<file path="src/rtl/fetch_prefetch_queue.sv">
// fetch_prefetch_queue: 8051 instruction fetch unit with a DEPTH-entry prefetch queue.
// The unit fetches code bytes over addr_bus/read_en/data_bus. It queues each byte
// together with its code address, and presents the oldest entry to the decoder
// using a valid/ready handshake. A jump flushes the queue and redirects fetching.
// Optional build macro FETCH_WAIT_EN adds the mem_wait port. While mem_wait is
// high, captures are stalled.
module fetch_prefetch_queue #(
  parameter int unsigned ADDR_W   = 8,
  parameter int unsigned DATA_W   = 8,
  parameter int unsigned DEPTH    = 4,
  parameter int unsigned RESET_PC = 0
) (
  input  logic              clk,
  input  logic              reset,
  output logic [ADDR_W-1:0] addr_bus,
  output logic              read_en,
  input  logic [DATA_W-1:0] data_bus,
  output logic [DATA_W-1:0] ins_data,
  output logic [ADDR_W-1:0] ins_pc,
  output logic              ins_valid,
  input  logic              ins_ready,
  input  logic              jump_en,
`ifdef FETCH_WAIT_EN
  input  logic              mem_wait,
`endif
  input  logic [ADDR_W-1:0] jump_addr
);

  localparam int unsigned CNT_W = $clog2(DEPTH + 1);
  localparam int unsigned PTR_W = $clog2(DEPTH);
  localparam logic [CNT_W-1:0]  DEPTH_C  = CNT_W'(DEPTH);
  localparam logic [PTR_W-1:0]  PTR_LAST = PTR_W'(DEPTH - 1);
  localparam logic [ADDR_W-1:0] PC_RST   = ADDR_W'(RESET_PC);

  typedef enum logic [1:0] {
    IDLE     = 2'd0,
    FETCH    = 2'd1,
    REDIRECT = 2'd2
  } state_t;

  state_t state, state_next;

  logic [DATA_W-1:0] q_data [DEPTH];
  logic [ADDR_W-1:0] q_pc   [DEPTH];
  logic [PTR_W-1:0]  head, tail;
  logic [CNT_W-1:0]  count, count_next;
  logic              push, pop, flush, stall, read_en_next;

  // Pointer advance that wraps at DEPTH, so DEPTH need not be a power of two.
  function automatic logic [PTR_W-1:0] ptr_inc(input logic [PTR_W-1:0] p);
    return (p == PTR_LAST) ? '0 : p + PTR_W'(1);
  endfunction

  assign ins_valid = (count != '0);
  assign ins_data  = q_data[head];
  assign ins_pc    = q_pc[head];

  // State register.
  always_ff @(posedge clk or negedge reset) begin
    if (!reset) state <= IDLE;
    else        state <= state_next;
  end

  // Next state, queue handshake decisions and next read strobe.
  always_comb begin
    state_next = state;
    push       = 1'b0;
    pop        = ins_valid & ins_ready;
    flush      = 1'b0;
    stall      = 1'b0;
`ifdef FETCH_WAIT_EN
    stall      = mem_wait;
`endif
    case (state)
      IDLE:     state_next = FETCH;
      FETCH: begin
        push = read_en & ~stall;
        if (jump_en) begin
          flush      = 1'b1;
          state_next = REDIRECT;
        end
      end
      REDIRECT: begin
        if (jump_en) flush = 1'b1;
        else         state_next = FETCH;
      end
      default:  state_next = IDLE;
    endcase
    // A jump discards both the capture and the pop at that edge.
    if (flush) begin
      push = 1'b0;
      pop  = 1'b0;
    end
    count_next = count;
    if (flush)              count_next = '0;
    else if (push && !pop)  count_next = count + CNT_W'(1);
    else if (pop && !push)  count_next = count - CNT_W'(1);
    read_en_next = (state_next == FETCH) && (count_next < DEPTH_C);
  end

  // Fetch address, read strobe and queue storage.
  always_ff @(posedge clk or negedge reset) begin
    if (!reset) begin
      addr_bus <= PC_RST;
      read_en  <= 1'b0;
      count    <= '0;
      head     <= '0;
      tail     <= '0;
      for (int unsigned i = 0; i < DEPTH; i++) begin
        q_data[i] <= '0;
        q_pc[i]   <= '0;
      end
    end else begin
      read_en <= read_en_next;
      count   <= count_next;
      if (flush) begin
        addr_bus <= jump_addr;
        head     <= '0;
        tail     <= '0;
      end else begin
        if (push) begin
          q_data[tail] <= data_bus;
          q_pc[tail]   <= addr_bus;
          tail         <= ptr_inc(tail);
          addr_bus     <= addr_bus + ADDR_W'(1);
        end
        if (pop) head <= ptr_inc(head);
      end
    end
  end

endmodule

</file>
<file path="config.mk">
export PLATFORM = sky130hd
export DESIGN_NAME = fetch_prefetch_queue
export DESIGN_NICKNAME = d
export VERILOG_FILES = /design/src/rtl/fetch_prefetch_queue.sv
export SDC_FILE = /design/constraint.sdc
export NUM_CORES = 1
export LEC_CHECK = 0
export CORE_MARGIN = 10
export CORE_UTILIZATION = 40
export CTS_CLUSTER_SIZE = 16
export DETAILED_ROUTE_END_ITERATION = 12
export PLACE_DENSITY = 0.7
export SYNTH_ARGS = -nofsm -noshare
export SYNTH_HDL_FRONTEND = slang
export SYNTH_SLANG_ARGS = --single-unit
export TNS_END_PERCENT = 10
</file>
<file path="constraint.sdc">
create_clock -name clk -period 2.25 [get_ports clk]
set_input_delay 0.45 -clock clk [delete_from_list [all_inputs] [get_ports clk]]
set_output_delay 0.45 -clock clk [all_outputs]
set_load 0.02 [all_outputs]
</file>
==> report_table.html <==
<table>
<tr><th>Metric</th><th>Value</th></tr>
<tr><th colspan="2">Route</th></tr>
<tr><td>Post-DR vias/cell</td><td>5.13</td></tr>
<tr><td>Pre-Repair DR Iteration Count</td><td>4</td></tr>
<tr><td>Routed wire length per instance</td><td>around 18 um</td></tr>
<tr><td>Via Count</td><td>2,414</td></tr>
<tr><td>Total Routed Length</td><td>between 8 and 9 mm</td></tr>
<tr><td>Number of nets with antenna violations after routing</td><td>0</td></tr>
<tr><td>Number of DRC violations after detailed-routing iteration 0</td><td>approximately 160</td></tr>
<tr><td>Post-route DRC violation count</td><td>0</td></tr>
<tr><th colspan="2">Clocking</th></tr>
<tr><td>Total clock sinks</td><td>82</td></tr>
<tr><td>CTS root buf</td><td>sky130_fd_sc_hd__clkbuf_8</td></tr>
<tr><td>Count of H-tree levels built during CTS</td><td>3</td></tr>
<tr><td>Insertion delay of the later-clocked pin in the worst-skew pair</td><td>roughly 360 ps</td></tr>
<tr><td>Number of buffers added by the clock tree synthesis step</td><td>9</td></tr>
<tr><td>Hold buffer count at CTS</td><td>0</td></tr>
<tr><td>Worst-path clk slew</td><td>80 ps</td></tr>
<tr><td>Buffers inserted by post-CTS timing repair</td><td>0</td></tr>
<tr><td>Total of cells resized after clock tree synthesis</td><td>19</td></tr>
<tr><td>Clock tree from TritonCTS</td><td>done</td></tr>
<tr><td>Maximum root-to-sink buffer count</td><td>2</td></tr>
<tr><th colspan="2">Timing</th></tr>
<tr><td>Final count of hold timing violations</td><td>0</td></tr>
<tr><td>Worst setup slack after layout</td><td>41.0 ps</td></tr>
<tr><td>Setup Viol. Count Final</td><td>0</td></tr>
<tr><td>Unrepaired setup endpoints after global routing</td><td>true</td></tr>
<tr><td>Max-slew headroom</td><td>0.648</td></tr>
<tr><td>Max-slew violation count</td><td>0</td></tr>
<tr><td>Tightest hold margin</td><td>about 67 ps</td></tr>
<tr><td>Slew at the pin with the worst max-slew slack</td><td>529 ps</td></tr>
<tr><td>Period utilization</td><td>0.982</td></tr>
<tr><td>Post-route minimum period</td><td>about 2200 ps</td></tr>
<tr><td>Highest Clock Rate</td><td>approximately 0.45 GHz</td></tr>
<tr><td>Final Skew</td><td>around 7.3 ps</td></tr>
<tr><th colspan="2">Pwr</th></tr>
<tr><td>Power density over the cells</td><td>roughly 1300 mW/mm2</td></tr>
<tr><td>Total Power Consumption</td><td>6.42 mW</td></tr>
<tr><td>Max IR drop VDD</td><td>0.459 mV</td></tr>
<tr><td>Leakage</td><td>between 2 and 2.5 nW</td></tr>
<tr><th colspan="2">Critical path</th></tr>
<tr><td>Endpoint of the worst register-to-register path</td><td>q_pc[21]</td></tr>
<tr><td>Category of the critical setup timing path</td><td>reg -&gt; out</td></tr>
<tr><td>CP Data Required Time</td><td>1800 ps</td></tr>
<tr><td>Kind of launch point of the worst setup path</td><td>flop</td></tr>
<tr><td>Peak fanout along the critical path</td><td>7</td></tr>
<tr><td>Data arrival time of the critical path</td><td>roughly 1800 ps</td></tr>
<tr><td>FF-to-FF path depth</td><td>6</td></tr>
<tr><td>Setup crit end kind</td><td>primary output</td></tr>
<tr><td>Startpoint of the most critical register-to-register path</td><td>state[0]</td></tr>
<tr><td>R2r setup slk</td><td>320 ps</td></tr>
<tr><th colspan="2">Place</th></tr>
<tr><td>HPWL Detailed</td><td>about 5.7 mm</td></tr>
<tr><td>Placement-stage worst setup slack</td><td>130 ps</td></tr>
<tr><td>Routability cong.</td><td>0.760</td></tr>
<tr><td>Area after detailed placement</td><td>0.00470 mm2</td></tr>
<tr><td>PortBufs</td><td>45</td></tr>
<tr><td>Placed Cells incl. Taps</td><td>between 400 and 500</td></tr>
<tr><th colspan="2">Final layout</th></tr>
<tr><td>Final std cell area, no fill</td><td>around 0.0048 mm2</td></tr>
<tr><td>Count of filler cells inserted in the layout</td><td>846</td></tr>
<tr><td>Fraction of final layout cells sized beyond drive strength 1</td><td>0.385</td></tr>
<tr><td>Antenna diodes</td><td>0</td></tr>
<tr><td>Nets@finish</td><td>between 300 and 400</td></tr>
<tr><td>Final instance count without filler cells</td><td>~470</td></tr>
<tr><td>Layout overhead on the synthesized area</td><td>17.3%</td></tr>
<tr><th colspan="2">Synth</th></tr>
<tr><td>Number of flip-flops and latches in the synthesized netlist</td><td>between 80 and 90</td></tr>
<tr><td>Number of standard cells after synthesis</td><td>about 280</td></tr>
<tr><td>Mapped Avg Cell Area</td><td>between 10 and 15 um2</td></tr>
<tr><td>Synth cell types</td><td>31</td></tr>
<tr><td>Area share of the leading cell type in the synthesized netlist</td><td>0.501</td></tr>
<tr><td>Post-synthesis cell type with the largest combined area</td><td>sky130_fd_sc_hd__dfrtp_1</td></tr>
<tr><td>Share of the yosys chip area belonging to registers</td><td>0.501</td></tr>
<tr><td>Combined area of all synthesized cells</td><td>0.00409 mm2</td></tr>
<tr><td>Synth warn</td><td>0</td></tr>
<tr><td>Cell types occupying the most area after synthesis</td><td>sky130_fd_sc_hd__dfrtp_1 50%, sky130_fd_sc_hd__mux2_4 15%, sky130_fd_sc_hd__mux4_2 8.8%</td></tr>
<tr><td>Synthesized Nets</td><td>315</td></tr>
<tr><th colspan="2">Die</th></tr>
<tr><td>Die height</td><td>~120 um</td></tr>
<tr><td>Core ar.</td><td>0.00986 mm2</td></tr>
<tr><td>Area of the die</td><td>approximately 0.015 mm2</td></tr>
<tr><td>Num ports</td><td>between 40 and 50</td></tr>
<tr><td>Initial Utilization</td><td>0.415</td></tr>
<tr><td>Chip Width</td><td>121 um</td></tr>
<tr><td>Row Count</td><td>36</td></tr>
<tr><th colspan="2">Global routing</th></tr>
<tr><td>Global routing usage on met1</td><td>0.147</td></tr>
<tr><td>Maximum number of pins on one net before global-route repair</td><td>44</td></tr>
<tr><td>Met3 usage</td><td>0.0330</td></tr>
<tr><td>Busiest grt layer</td><td>met2</td></tr>
<tr><td>Vias in the first global route</td><td>2,661</td></tr>
<tr><td>Number of antenna violations at the first check in global routing</td><td>0</td></tr>
<tr><td>First-pass GRT wire length</td><td>about 14 mm</td></tr>
<tr><td>Grt met2 use</td><td>0.205</td></tr>
<tr><td>Total routing usage reported by global routing</td><td>0.123</td></tr>
<tr><td>Remaining global-route overflow</td><td>0</td></tr>
<tr><th colspan="2">Min path</th></tr>
<tr><td>Hold Path Class</td><td>in -&gt; async</td></tr>
<tr><th colspan="2">Status</th></tr>
<tr><td>Outcome</td><td>complete, no violations</td></tr>
<tr><th colspan="2">Job</th></tr>
<tr><td>Maximum capacitance violations</td><td>0</td></tr>
</table>
## layout make-up
type | instances | area (um2) | share of cell area
well taps | 133 | 166 | 0.0347
clock buffers | 10 | 138 | 0.0287
clock inverters | 5 | 31.3 | 0.00651
flip-flops and latches | 82 | 2050 | 0.427
repair buffers | 55 | 470 | 0.0980
multi-input cells | 178 | 1910 | 0.399
inverters | 8 | 30.0 | 0.00625
## through the flow
step                TNS (ps)   util
detailed placement         0  0.476
CTS                    -87.7  0.492
finish                     0  0.487
global route           -58.3  0.487
floorplan                  0      -
global placement           0  0.476
## placed cells by master, fill, tap and decap left out, drive strengths merged, types with 2 or more instances in the layout
cell	synthesis	routed
nor2	7	7
dfrtp	82	82
nand3	5	5
inv	8	8
mux2	64	64
ha	14	14
clkinv	0	4
o21ai	11	11
xnor2	6	6
clkbuf	1	25
nand4	3	3
a21oi	9	9
clkdlybuf4s50	0	27
or3	2	2
mux4	16	16
nor3	2	2
and2	2	2
a31oi	3	3
buf	12	11
nand2	25	25
xor2	3	3
## how the worst max path moves through the flow
stage	start	cells past startpoint	slack, ps	endpoint
after CTS	head[0]	3	-40	ins_pc[5]
after global routing	head[0]	3	-60	ins_pc[0]
after detailed placement	head[0]	3	130	ins_pc[5]
after global placement	head[0]	3	160	ins_pc[7]
final	head[0]	3	40	ins_pc[0]
after floorplan	head[0]	3	400	ins_data[6]
## cells in the mapped netlist (all sizes together)
cell,instances
mux4,16
and2,2
and3,1
nor2,7
clkbuf,1
xnor2,6
nor2b,1
o21ai,11
buf,12
a21oi,9
nand2b,1
nand3,5
mux2,64
o311a,1
ha,14
xor2,3
or3,2
nand2,25
nor3,2
and4,1
nand4,3
inv,8
a211oi,1
a31oi,3
dfrtp,82
## cell families (layout without fill, tap and decap cells)
kind of cell / count (synthesis) / after routing / share of synthesized area
AOI/OAI and AO/OA: 25 / 25 / 0.0333
muxes: 80 / 80 / 0.301
adders and majority gates: 14 / 14 / 0.0428
xor gates and xnor gates: 9 / 9 / 0.0193
and+or+nand+nor: 50 / 50 / 0.0715
DFF: 82 / 82 / 0.501
buffers and inverters: 21 / 78 / 0.0312
## state kept, by name, indices dropped and copies added (netlist names)
register and count:
state 2, addr_bus 8, q_data 32, count 3
tail 2, q_pc 32, head 2, read_en 1
## power breakdown
group | leakage (nW) | switching (mW) | internal [mW]
sequential | 1.07 | 0.441 | 2.05
clock | 0.0879 | 0.528 | 0.421
combinational | 1.19 | 1.41 | 1.58
## layer usage
metal,vias up,share of wire
met2,45,0.50
met1,1242,0.44
met4,0,0.021
met3,12,0.040
met5,-,0
li1,1115,-
## worst max-delay path, stage by stage (launching register included)
cell and delay [ps]:
sky130_fd_sc_hd__dfrtp_1 410, sky130_fd_sc_hd__buf_6 180, sky130_fd_sc_hd__mux4_2 510, sky130_fd_sc_hd__clkdlybuf4s15_1 300
Power figures use the tool's default switching activity.
